==> src/rtl/vga_timing_gen_if.sv <==
// Signal bundle between the VGA timing generator, its pixel source and the DAC.
// The master side is the generator; the slave side is the source/DAC pair.
interface vga_timing_gen_if #(
  parameter int COLOR_W = 10,
  parameter int CNT_W   = 12
) ();
  logic [COLOR_W-1:0] r;
  logic [COLOR_W-1:0] g;
  logic [COLOR_W-1:0] b;
  logic               request;
  logic [CNT_W-1:0]   current_x;
  logic [CNT_W-1:0]   current_y;
  logic [COLOR_W-1:0] vga_r;
  logic [COLOR_W-1:0] vga_g;
  logic [COLOR_W-1:0] vga_b;
  logic               vga_hs;
  logic               vga_vs;
  logic               vga_blank;
  logic               vga_clock;
  logic               line_end;
  logic               frame_end;

  modport master (
    input  r, g, b,
    output request, current_x, current_y,
    output vga_r, vga_g, vga_b, vga_hs, vga_vs, vga_blank, vga_clock,
    output line_end, frame_end
  );

  modport slave (
    output r, g, b,
    input  request, current_x, current_y,
    input  vga_r, vga_g, vga_b, vga_hs, vga_vs, vga_blank, vga_clock,
    input  line_end, frame_end
  );
endinterface

==> src/rtl/vga_timing_gen.sv <==
// Programmable VGA raster timing generator with look-ahead pixel requests and
// a blanking gate on the pixel path to the DAC.
module vga_timing_gen #(
  parameter int COLOR_W  = 10,
  parameter int CNT_W    = 12,
  parameter int H_FRONT  = 16,
  parameter int H_SYNC   = 96,
  parameter int H_BACK   = 48,
  parameter int H_ACT    = 640,
  parameter int V_FRONT  = 10,
  parameter int V_SYNC   = 2,
  parameter int V_BACK   = 33,
  parameter int V_ACT    = 480,
  parameter bit HS_POL   = 1'b0,
  parameter bit VS_POL   = 1'b0,
  parameter int REQ_LEAD = 1
) (
  input  logic             clk27,
  input  logic             rst27,
  vga_timing_gen_if.master vga
);

  localparam int H_BLANK = H_FRONT + H_SYNC + H_BACK;
  localparam int H_TOTAL = H_BLANK + H_ACT;
  localparam int V_BLANK = V_FRONT + V_SYNC + V_BACK;
  localparam int V_TOTAL = V_BLANK + V_ACT;

  localparam logic [CNT_W-1:0] H_LAST   = CNT_W'(H_TOTAL - 1);
  localparam logic [CNT_W-1:0] V_LAST   = CNT_W'(V_TOTAL - 1);
  localparam logic [CNT_W-1:0] HS_LO    = CNT_W'(H_FRONT);
  localparam logic [CNT_W-1:0] HS_HI    = CNT_W'(H_FRONT + H_SYNC);
  localparam logic [CNT_W-1:0] VS_LO    = CNT_W'(V_FRONT);
  localparam logic [CNT_W-1:0] VS_HI    = CNT_W'(V_FRONT + V_SYNC);
  localparam logic [CNT_W-1:0] H_ACT_LO = CNT_W'(H_BLANK);
  localparam logic [CNT_W-1:0] V_ACT_LO = CNT_W'(V_BLANK);
  localparam logic [CNT_W-1:0] REQ_LO   = CNT_W'(H_BLANK - REQ_LEAD);
  localparam logic [CNT_W-1:0] REQ_HI   = CNT_W'(H_TOTAL - REQ_LEAD);
  localparam logic [CNT_W-1:0] LEAD     = CNT_W'(REQ_LEAD);
  localparam logic [COLOR_W-1:0] DARK   = '0;

  function automatic logic in_span(input logic [CNT_W-1:0] c, lo, hi);
    return (c >= lo) && (c < hi);
  endfunction

  logic [CNT_W-1:0] h, v, h_nxt, v_nxt;

  logic             hs_p0, vs_p0, blank_p0, vld_p0, le_p0, fe_p0;
  logic [CNT_W-1:0] x_p0, y_p0;
  logic             hs_p1, vs_p1, blank_p1, vld_p1, le_p1, fe_p1;
  logic [CNT_W-1:0] x_p1, y_p1;

  always_comb begin
    h_nxt = h + CNT_W'(1);
    v_nxt = v;
    if (h == H_LAST) begin
      h_nxt = '0;
      v_nxt = (v == V_LAST) ? '0 : v + CNT_W'(1);
    end
  end

  // p0: decode from the counter values the next edge will load, so every
  // registered output lines up with h/v with no extra latency.
  always_comb begin
    hs_p0    = in_span(h_nxt, HS_LO, HS_HI) ? HS_POL : ~HS_POL;
    vs_p0    = in_span(v_nxt, VS_LO, VS_HI) ? VS_POL : ~VS_POL;
    blank_p0 = (h_nxt >= H_ACT_LO) && (v_nxt >= V_ACT_LO);
    vld_p0   = (v_nxt >= V_ACT_LO) && in_span(h_nxt, REQ_LO, REQ_HI);
    x_p0     = '0;
    y_p0     = '0;
    if (vld_p0) begin
      x_p0 = h_nxt + LEAD - H_ACT_LO;
      y_p0 = v_nxt - V_ACT_LO;
    end
    le_p0    = (h_nxt == H_LAST);
    fe_p0    = le_p0 && (v_nxt == V_LAST);
  end

  // p1: counters and all timing outputs share one register stage.
  always_ff @(posedge clk27) begin
    if (rst27) begin
      h        <= '0;
      v        <= '0;
      hs_p1    <= ~HS_POL;
      vs_p1    <= ~VS_POL;
      blank_p1 <= 1'b0;
      vld_p1   <= 1'b0;
      x_p1     <= '0;
      y_p1     <= '0;
      le_p1    <= 1'b0;
      fe_p1    <= 1'b0;
    end else begin
      h        <= h_nxt;
      v        <= v_nxt;
      hs_p1    <= hs_p0;
      vs_p1    <= vs_p0;
      blank_p1 <= blank_p0;
      vld_p1   <= vld_p0;
      x_p1     <= x_p0;
      y_p1     <= y_p0;
      le_p1    <= le_p0;
      fe_p1    <= fe_p0;
    end
  end

  assign vga.request   = vld_p1;
  assign vga.current_x = x_p1;
  assign vga.current_y = y_p1;
  assign vga.vga_hs    = hs_p1;
  assign vga.vga_vs    = vs_p1;
  assign vga.vga_blank = blank_p1;
  assign vga.line_end  = le_p1;
  assign vga.frame_end = fe_p1;
  assign vga.vga_clock = ~clk27;

  // The source already aligned its data to the display cycle; only gate it.
  assign vga.vga_r = blank_p1 ? vga.r : DARK;
  assign vga.vga_g = blank_p1 ? vga.g : DARK;
  assign vga.vga_b = blank_p1 ? vga.b : DARK;

endmodule

==> src/flat_wrapper.sv <==
// flat-port wrapper written by rule: the top's interface ports become plain ports
module vga_timing_gen_flat 
#(
  parameter int COLOR_W  = 10,
  parameter int CNT_W    = 12,
  parameter int H_FRONT  = 16,
  parameter int H_SYNC   = 96,
  parameter int H_BACK   = 48,
  parameter int H_ACT    = 640,
  parameter int V_FRONT  = 10,
  parameter int V_SYNC   = 2,
  parameter int V_BACK   = 33,
  parameter int V_ACT    = 480,
  parameter bit HS_POL   = 1'b0,
  parameter bit VS_POL   = 1'b0,
  parameter int REQ_LEAD = 1
)
  (clk27, rst27, vga_r, vga_g, vga_b, vga_request, vga_current_x, vga_current_y, vga_vga_r, vga_vga_g, vga_vga_b, vga_vga_hs, vga_vga_vs, vga_vga_blank, vga_vga_clock, vga_line_end, vga_frame_end);
  vga_timing_gen_if #(.COLOR_W(COLOR_W), .CNT_W(CNT_W)) vga_i ();
  input  logic clk27;
  input  logic rst27;
  input wire logic [$bits(vga_i.r)-1:0] vga_r;
  input wire logic [$bits(vga_i.g)-1:0] vga_g;
  input wire logic [$bits(vga_i.b)-1:0] vga_b;
  output wire logic [$bits(vga_i.request)-1:0] vga_request;
  output wire logic [$bits(vga_i.current_x)-1:0] vga_current_x;
  output wire logic [$bits(vga_i.current_y)-1:0] vga_current_y;
  output wire logic [$bits(vga_i.vga_r)-1:0] vga_vga_r;
  output wire logic [$bits(vga_i.vga_g)-1:0] vga_vga_g;
  output wire logic [$bits(vga_i.vga_b)-1:0] vga_vga_b;
  output wire logic [$bits(vga_i.vga_hs)-1:0] vga_vga_hs;
  output wire logic [$bits(vga_i.vga_vs)-1:0] vga_vga_vs;
  output wire logic [$bits(vga_i.vga_blank)-1:0] vga_vga_blank;
  output wire logic [$bits(vga_i.vga_clock)-1:0] vga_vga_clock;
  output wire logic [$bits(vga_i.line_end)-1:0] vga_line_end;
  output wire logic [$bits(vga_i.frame_end)-1:0] vga_frame_end;
  assign vga_i.r = vga_r;
  assign vga_i.g = vga_g;
  assign vga_i.b = vga_b;
  assign vga_request = vga_i.request;
  assign vga_current_x = vga_i.current_x;
  assign vga_current_y = vga_i.current_y;
  assign vga_vga_r = vga_i.vga_r;
  assign vga_vga_g = vga_i.vga_g;
  assign vga_vga_b = vga_i.vga_b;
  assign vga_vga_hs = vga_i.vga_hs;
  assign vga_vga_vs = vga_i.vga_vs;
  assign vga_vga_blank = vga_i.vga_blank;
  assign vga_vga_clock = vga_i.vga_clock;
  assign vga_line_end = vga_i.line_end;
  assign vga_frame_end = vga_i.frame_end;
  vga_timing_gen #(.COLOR_W(COLOR_W), .CNT_W(CNT_W), .H_FRONT(H_FRONT), .H_SYNC(H_SYNC), .H_BACK(H_BACK), .H_ACT(H_ACT), .V_FRONT(V_FRONT), .V_SYNC(V_SYNC), .V_BACK(V_BACK), .V_ACT(V_ACT), .HS_POL(HS_POL), .VS_POL(VS_POL), .REQ_LEAD(REQ_LEAD)) u_core (.clk27(clk27), .rst27(rst27), .vga(vga_i));
endmodule
==> config.mk <==
export PLATFORM = sky130hd
export DESIGN_NAME = vga_timing_gen_flat
export DESIGN_NICKNAME = d
export VERILOG_FILES = /design/src/rtl/vga_timing_gen_if.sv /design/src/rtl/vga_timing_gen.sv /design/src/flat_wrapper.sv
export SDC_FILE = /design/constraint.sdc
export NUM_CORES = 1
export LEC_CHECK = 0
export BUFFER_PORTS_ARGS = -buffer_cell sky130_fd_sc_hd__buf_2
export CAP_MARGIN = 20
export CORE_MARGIN = 5
export CORE_UTILIZATION = 45
export CTS_CLUSTER_SIZE = 24
export DETAILED_ROUTE_END_ITERATION = 10
export PLACE_DENSITY = 0.71
export SYNTH_ARGS = -nofsm -noshare
export SYNTH_HDL_FRONTEND = slang
export SYNTH_SLANG_ARGS = --single-unit
==> constraint.sdc <==
create_clock -name clk27 -period 3.7 [get_ports clk27]
set_clock_uncertainty 0.15 [all_clocks]
set_input_delay 0.185 -clock clk27 [delete_from_list [all_inputs] [get_ports clk27]]
set_output_delay 0.185 -clock clk27 [all_outputs]
set_load 0.02 [all_outputs]
== Word level (Yosys, flattened, before mapping) ==
Index checks and enable logic that the tools add are counted.

* Input bits: 32
* Word-level logic and storage cells: 44
* Flip-flop bits (word level): 54

* Reductions and logical operators: 7
* $add $sub $neg: 5
* Bitwise logic cells: 2
* Order comparisons: 8
* Mux-type cells: 8
* Eq/ne operators: 4

{| class="wikitable"
|+ Operators by type and width
! cell !! number
|-
| 12-bit by 10-bit equality test with 1-bit output, second input constant || 4
|-
| 12-bit by 1-bit adder with 12-bit output, second input constant || 3
|-
| 12-bit two-way mux || 3
|-
| 10-bit two-way mux || 3
|-
| 12-bit by 8-bit >= comparator with 1-bit output, second input constant || 2
|-
| 12-bit by 4-bit >= comparator with 1-bit output, second input constant || 1
|-
| 12-bit by 5-bit >= comparator with 1-bit output, second input constant || 1
|-
| 12-bit by 6-bit >= comparator with 1-bit output, second input constant || 1
|-
| 12-bit by 10-bit less-than comparator with 1-bit output, second input constant || 1
|-
| 12-bit by 4-bit less-than comparator with 1-bit output, second input constant || 1
|-
| 12-bit by 7-bit less-than comparator with 1-bit output, second input constant || 1
|-
| 12-bit by 6-bit subtractor with 12-bit output, second input constant || 1
|-
| 12-bit by 8-bit subtractor with 12-bit output, second input constant || 1
|-
| 1-bit logical AND || 6
|-
| 1-bit two-way mux || 2
|-
| 1-bit inverter || 2
|-
| 2-bit OR reduction || 1
|}

== Depth between registers and ports, before layout ==
Gate-level depths: netlist of the first run.

* Depth after elaboration: 7
* Gate-level depth with buffers: 13
* Depth with buffers taken out: 12

==> results of run 1 <==
kinds of logic after synthesis:
kind of cell | share of synthesized area [%]
AO/OA/AOI/OAI | 12.8
other | 0.125
multiplexers | 1.76
buffers and inverters | 3.93
XOR/XNOR | 9.95
AND/OR/NAND/NOR | 32.4
adder cells (fa/ha/maj) | 2.93
flip-flops | 36.1
per-layer routing:
layer | up-vias | share of wire [%]
met5 | - | 0
met4 | 0 | 1.5
met3 | 12 | 8.8
met2 | 122 | 47
met1 | 1296 | 43
li1 | 1388 | -
worst max path at each step:
stage,from,slack [ns],endpoint,depth (start not counted)
final,u_core.v[7],0.21,u_core.vga.current_x[4],10
after global routing,u_core.v[7],0.002,u_core.vga.current_x[4],10
after CTS,u_core.h[0],0.16,u_core.vga.current_y[3],10
after detailed placement,u_core.h[0],0.19,u_core.vga.current_y[3],10
after global placement,u_core.v[7],0.35,u_core.vga.current_x[4],10
after floorplan,u_core.v[10],0.54,u_core.vga.current_y[5],10
flip-flops by register name, summed over array words and instances (netlist names):
name,flops
u_core.h,12
u_core.vga.line_end,1
u_core.vga.vga_vs,1
u_core.v,12
u_core.vga.vga_blank,1
u_core.vga.current_x,12
u_core.vga.current_y,12
u_core.vga.vga_hs,1
u_core.vga.frame_end,1
u_core.vga.request,1
synthesized netlist by cell type, drive strengths merged, types with 2 or more instances:
library cell / n / area (um^2)
xnor2: 15 / 131
ha: 7 / 87.6
nor3b: 2 / 20.0
and2: 36 / 225
dfxtp: 54 / 1080
o211ai: 2 / 15.0
buf: 7 / 50.1
inv: 9 / 33.8
or4: 2 / 15.0
nand4: 13 / 87.6
a21oi: 9 / 45.0
nor2: 49 / 211
or2: 2 / 12.5
nor4: 3 / 18.8
and4: 2 / 17.5
nor3: 13 / 65.1
o31ai: 4 / 43.8
and3: 7 / 43.8
clkbuf: 9 / 33.8
a2111oi: 2 / 30.0
or3b: 2 / 17.5
mux2i: 3 / 30.0
nand2: 20 / 75.1
a211oi: 3 / 27.5
o21ai: 8 / 43.8
a31o: 4 / 43.8
or3: 3 / 23.8
o31a: 2 / 17.5
nand2b: 3 / 18.8
nand3: 11 / 60.1
o21a: 2 / 15.0
mux2: 2 / 22.5
xor2: 19 / 166
power by group:
part / switching, mW / leakage, nW / internal (mW)
Combinational: 0.0200 / 1.14 / 0.0197
Sequential: 0.00525 / 0.436 / 0.584
Clock: 0.221 / 0.0632 / 0.185
final cells by class:
cell class	count	area share (%)
tap	77	2.64
clock buffer	8	2.81
inverter	8	0.823
sequential	54	29.6
multi-input combinational	267	49.5
timing repair buffer	100	14.3
clock inverter	2	0.274
==> flow_summary.yaml, run 1 <==
critical_path:
  path_buf_inv: 1
  crit_family: "simple AND/OR/NAND/NOR gates"
  critPathLaunchType: "flop"
  worst-path-max-fanout: 12
  arrival_ns: 3.55
  slowest_delay_ns: 0.57
  reg2reg_from: "u_core.v[7]"
  slowest_stage: "or4_1"
  ff2ff_setup_slack_ns: 0.21
  endpoint_kind: "flop"
  crit_chain: "or4_1 -> or3_4 -> and3_1 -> a21oi_1 -> ha_1 -> o31ai_1 -> a211oi_2 -> a31o_4 -> inv_2 -> and3_1"
  critPathKind: "reg2reg"
  crit_path_frequent_cell: "and3_1"
  cp.required_ns: 3.76
  reg2reg_depth: 10
  timing.rr.end: "u_core.vga.current_x[4]"
yosys:
  ys_warn_count: 0
  ys_async_sr_fraction_pct: 0
  synth-seq-area-share_pct: 36.1
  syn_inst: 345
  synthesis.nets: 384
  synth_edf_count: 0
  synth_flop_cell: "dfxtp_1"
  ys_ff_latch: 54
  syn_avg_cell_area_um2: 8.67
  synth_cell_types: 65
  synth.cell_area_um2: 2990
worst_hold_path:
  holdPathEnd: "u_core.h[1]"
  hp-class: "in2reg"
  worstHoldPathCells: 2
  min_from: "rst27"
detailed_routing:
  wl_per_cell_um: 14.9
  drc: 0
  vias: 2818
  antenna_left: 0
  vias_per_cell: 5.46
  first_pass_iters: 4
  drt_iter0_drc: 190
  wl_um: 7710
sta:
  finalHoldViolations: 0
  finalCritPeriodShare_pct: 94.3
  setup_violations: 0
  maxSlewHeadroom_pct: 39.1
  fin_crit_ns: 3.49
  rsz0062_at_grt: "no"
  clock.fmax_mhz: 287
  finalMaxSlewViolations: 0
  worstMarginPinSlew_ns: 0.902
  fin_ws_ns: 0.212
  tns_ns: 0
  whs_ns: 0.143
cts:
  clk_path_buf_depth: 2
  cts_hold_buf: 0
  clkLatencyLatePin_ns: 0.31
  cts_setup_buffers: 0
  htreeDepth: 2
  path_clk_slew_ns: 0.10
  numCtsBuffers: 5
  root_buffer: "clkbuf_8"
  tritoncts: "yes"
  post_cts_resize_count: 0
floorplan:
  io_pins: 93
  core-area_um2: 6420
  fp.dieH_um: 91.5
  dieWidth_um: 91.5
  die_area_um2: 8380
  start_util_pct: 46.6
  rows: 29
outcome:
  outcome: "finished, final reports clean"
final_layout:
  fillers: 564
  design_area_um2: 3650
  final_common_cell: "buf_2"
  post-route-util_pct: 56.8
  drive_gt1_share_pct: 32.6
  area_growth_pct: 22.0
  seq_area_um2: 1080
  layout_common_cells: "buf_2, dfxtp_1, nor2_1"
  multi_input_area_um2: 1810
  nets: 477
  n_antenna_cell: 0
  instances_no_fill: 516
grt:
  grt_max_degree: 32
  grt_use_met1_pct: 23.5
  grt_pass1_vias: 2575
  antenna_found_initial: 0
  grt_use_total_pct: 18.2
  top_usage_layer: "met2"
  grt_pass1_wl_um: 12600
  overflow: 0
  met2_usage_pct: 29.7
  grt_util_met3_pct: 4.13
place:
  portBuffers: 92
  hpwl_um: 5970
  dp_slack_ns: 0.194
  dpl.cell_count: 507
  routabilityCongestion: 0.948
  place_area_um2: 3530
power:
  peakVddDrop_mv: 0.124
  p_leak_nw: 1.64
  power.total_mw: 1.04
  power.density_nw_per_um2: 284
flow_run:
  cap_violations: 0
Power figures use the tool's default switching activity.
==> inputs of run 2 (changes only) <==
- CELL_PAD_IN_SITES_DETAIL_PLACEMENT: default -> 2
- CELL_PAD_IN_SITES_GLOBAL_PLACEMENT: default -> 2
- CORE_UTILIZATION: 45 -> 29
- PLACE_DENSITY: 0.71 -> 0.78
==> run 2 against run 1 <==
Effect of this change:
- design area up 3.0%
- fmax up 1.4%
- setup slack better by 0.049 ns
- die area up 49%
- non-clock buffer count up 4
- largest cell class unchanged
- global-route usage down 1.2 points
- core utilization down 20 points
- sequential share of layout area down 0.86 points
- sequential power about the same
- via count down 0.75%
==> flow_summary.yaml, run 2 (synthesis results as in run 1) <==
sta:
  clock.fmax_mhz: 291
  finalMaxSlewViolations: 0
  finalHoldViolations: 0
  setup_violations: 0
  tns_ns: 0
  fin_crit_ns: 3.44
  worstMarginPinSlew_ns: 1.09
  finalCritPeriodShare_pct: 92.9
  maxSlewHeadroom_pct: 26.5
final_layout:
  drive_gt1_share_pct: 33.2
  final_common_cell: "buf_2"
  post-route-util_pct: 36.9
  layout_common_cells: "buf_2, dfxtp_1, nor2_1"
  n_antenna_cell: 0
  area_growth_pct: 25.6
  nets: 481
  fillers: 1197
  instances_no_fill: 579
place:
  dpl.cell_count: 570
  routabilityCongestion: 0.855
  hpwl_um: 8210
  portBuffers: 92
detailed_routing:
  drt_iter0_drc: 63
  vias_per_cell: 4.83
  vias: 2797
  antenna_left: 0
  wl_um: 10400
  wl_per_cell_um: 18.0
  first_pass_iters: 4
  drc: 0
flow_run:
  cap_violations: 0
floorplan:
  io_pins: 93
  core-area_um2: 10200
  die_area_um2: 12400
  start_util_pct: 29.4
  rows: 37
  dieWidth_um: 112
  fp.dieH_um: 112
critical_path:
  ff2ff_setup_slack_ns: 0.26
  worst-path-max-fanout: 11
  cp.required_ns: 3.77
  endpoint_kind: "flop"
  arrival_ns: 3.51
  startpoint: "u_core.v[7]"
  reg2reg_from: "u_core.v[7]"
  timing.rr.end: "u_core.vga.current_y[4]"
  reg2reg_depth: 9
  critPathLaunchType: "flop"
  critPathKind: "reg2reg"
power:
  power.density_nw_per_um2: 277
  p_leak_nw: 1.66
  peakVddDrop_mv: 0.140
cts:
  tritoncts: "yes"
  clk_path_buf_depth: 2
  root_buffer: "clkbuf_8"
  cts_hold_buf: 0
  clkLatencyLatePin_ns: 0.34
  path_clk_slew_ns: 0.11
  htreeDepth: 2
  numCtsBuffers: 5
grt:
  grt_pass1_vias: 3129
  grt_pass1_wl_um: 17000
  grt_max_degree: 32
  grt_use_total_pct: 16.9
  antenna_found_initial: 0
  overflow: 0
worst_hold_path:
  worstHoldPathCells: 2
  min_from: "rst27"
  holdPathEnd: "u_core.h[1]"
  hp-class: "in2reg"
outcome:
  outcome: "finished, final reports clean"
-- run 2: worst max path at each step --
| stage | cells after the start | slack [ns] | end |
|---|---|---|---|
| global placement | 10 | 0.37 | u_core.vga.current_x[4] |
| detailed placement | 10 | 0.15 | u_core.vga.current_x[4] |
| finish | 9 | 0.26 | u_core.vga.current_y[4] |
| CTS | 10 | 0.11 | u_core.vga.current_x[4] |
| global route | 11 | -0.007 | u_core.vga.current_x[3] |
| floorplan | 10 | 0.54 | u_core.vga.current_y[5] |
-- run 2: area by class of cell --
| class | instances | area [um^2] | area share, % |
|---|---|---|---|
| Clock buffer | 6 | 73.8 | 1.96 |
| Clock inverter | 4 | 35.0 | 0.932 |
| Inverter | 8 | 30.0 | 0.799 |
| Multi-Input combinational cell | 267 | 1810 | 48.3 |
| Sequential cell | 54 | 1080 | 28.8 |
| Tap cell | 136 | 170 | 4.53 |
| Timing Repair Buffer | 104 | 553 | 14.7 |
-- run 2: worst max-delay path, cell delays in order, from the launching register on --
cell and delay (ns):
dfxtp_1 0.39, or4_1 0.58, or3_4 0.45, and3_1 0.21
a21oi_1 0.24, ha_1 0.28, o31ai_2 0.14, a211oi_4 0.34
a31o_2 0.45, nor2_2 0.08
-- run 2: per-layer routing --
metal | up-vias | track usage [%] | share of wire [%]
li1 | 1388 | - | -
met1 | 1370 | 19.1 | 41
met2 | 32 | 32.8 | 56
met3 | 7 | 3.32 | 2.6
met4 | 0 | 3.57 | 0.86
met5 | - | 0 | 0
-- run 2: what timing repair did --
item,in CTS,in global routing
resized for setup,0,2
setup endpoints to repair,0,23
setup buffers,0,0
-- run 2: metrics by stage --
step | worst slack (ns) | area, um^2 | hold WS, ns | total power [mW]
final | 0.262 | 3760 | 0.160 | 1.04
after floorplan | 0.539 | 2990 | 0.112 | 0.641
after global routing | -0.00725 | 3760 | 0.169 | 1.10
after CTS | 0.110 | 3740 | 0.159 | 1.07
after detailed placement | 0.155 | 3640 | 0.190 | 0.676
after global placement | 0.370 | 3640 | 0.190 | 0.673
-- run 2: where the power goes --
part,switching [mW],internal [mW],total (mW)
registers,0.00513,0.584,0.590
clock network,0.256,0.154,0.410
logic,0.0232,0.0195,0.0428
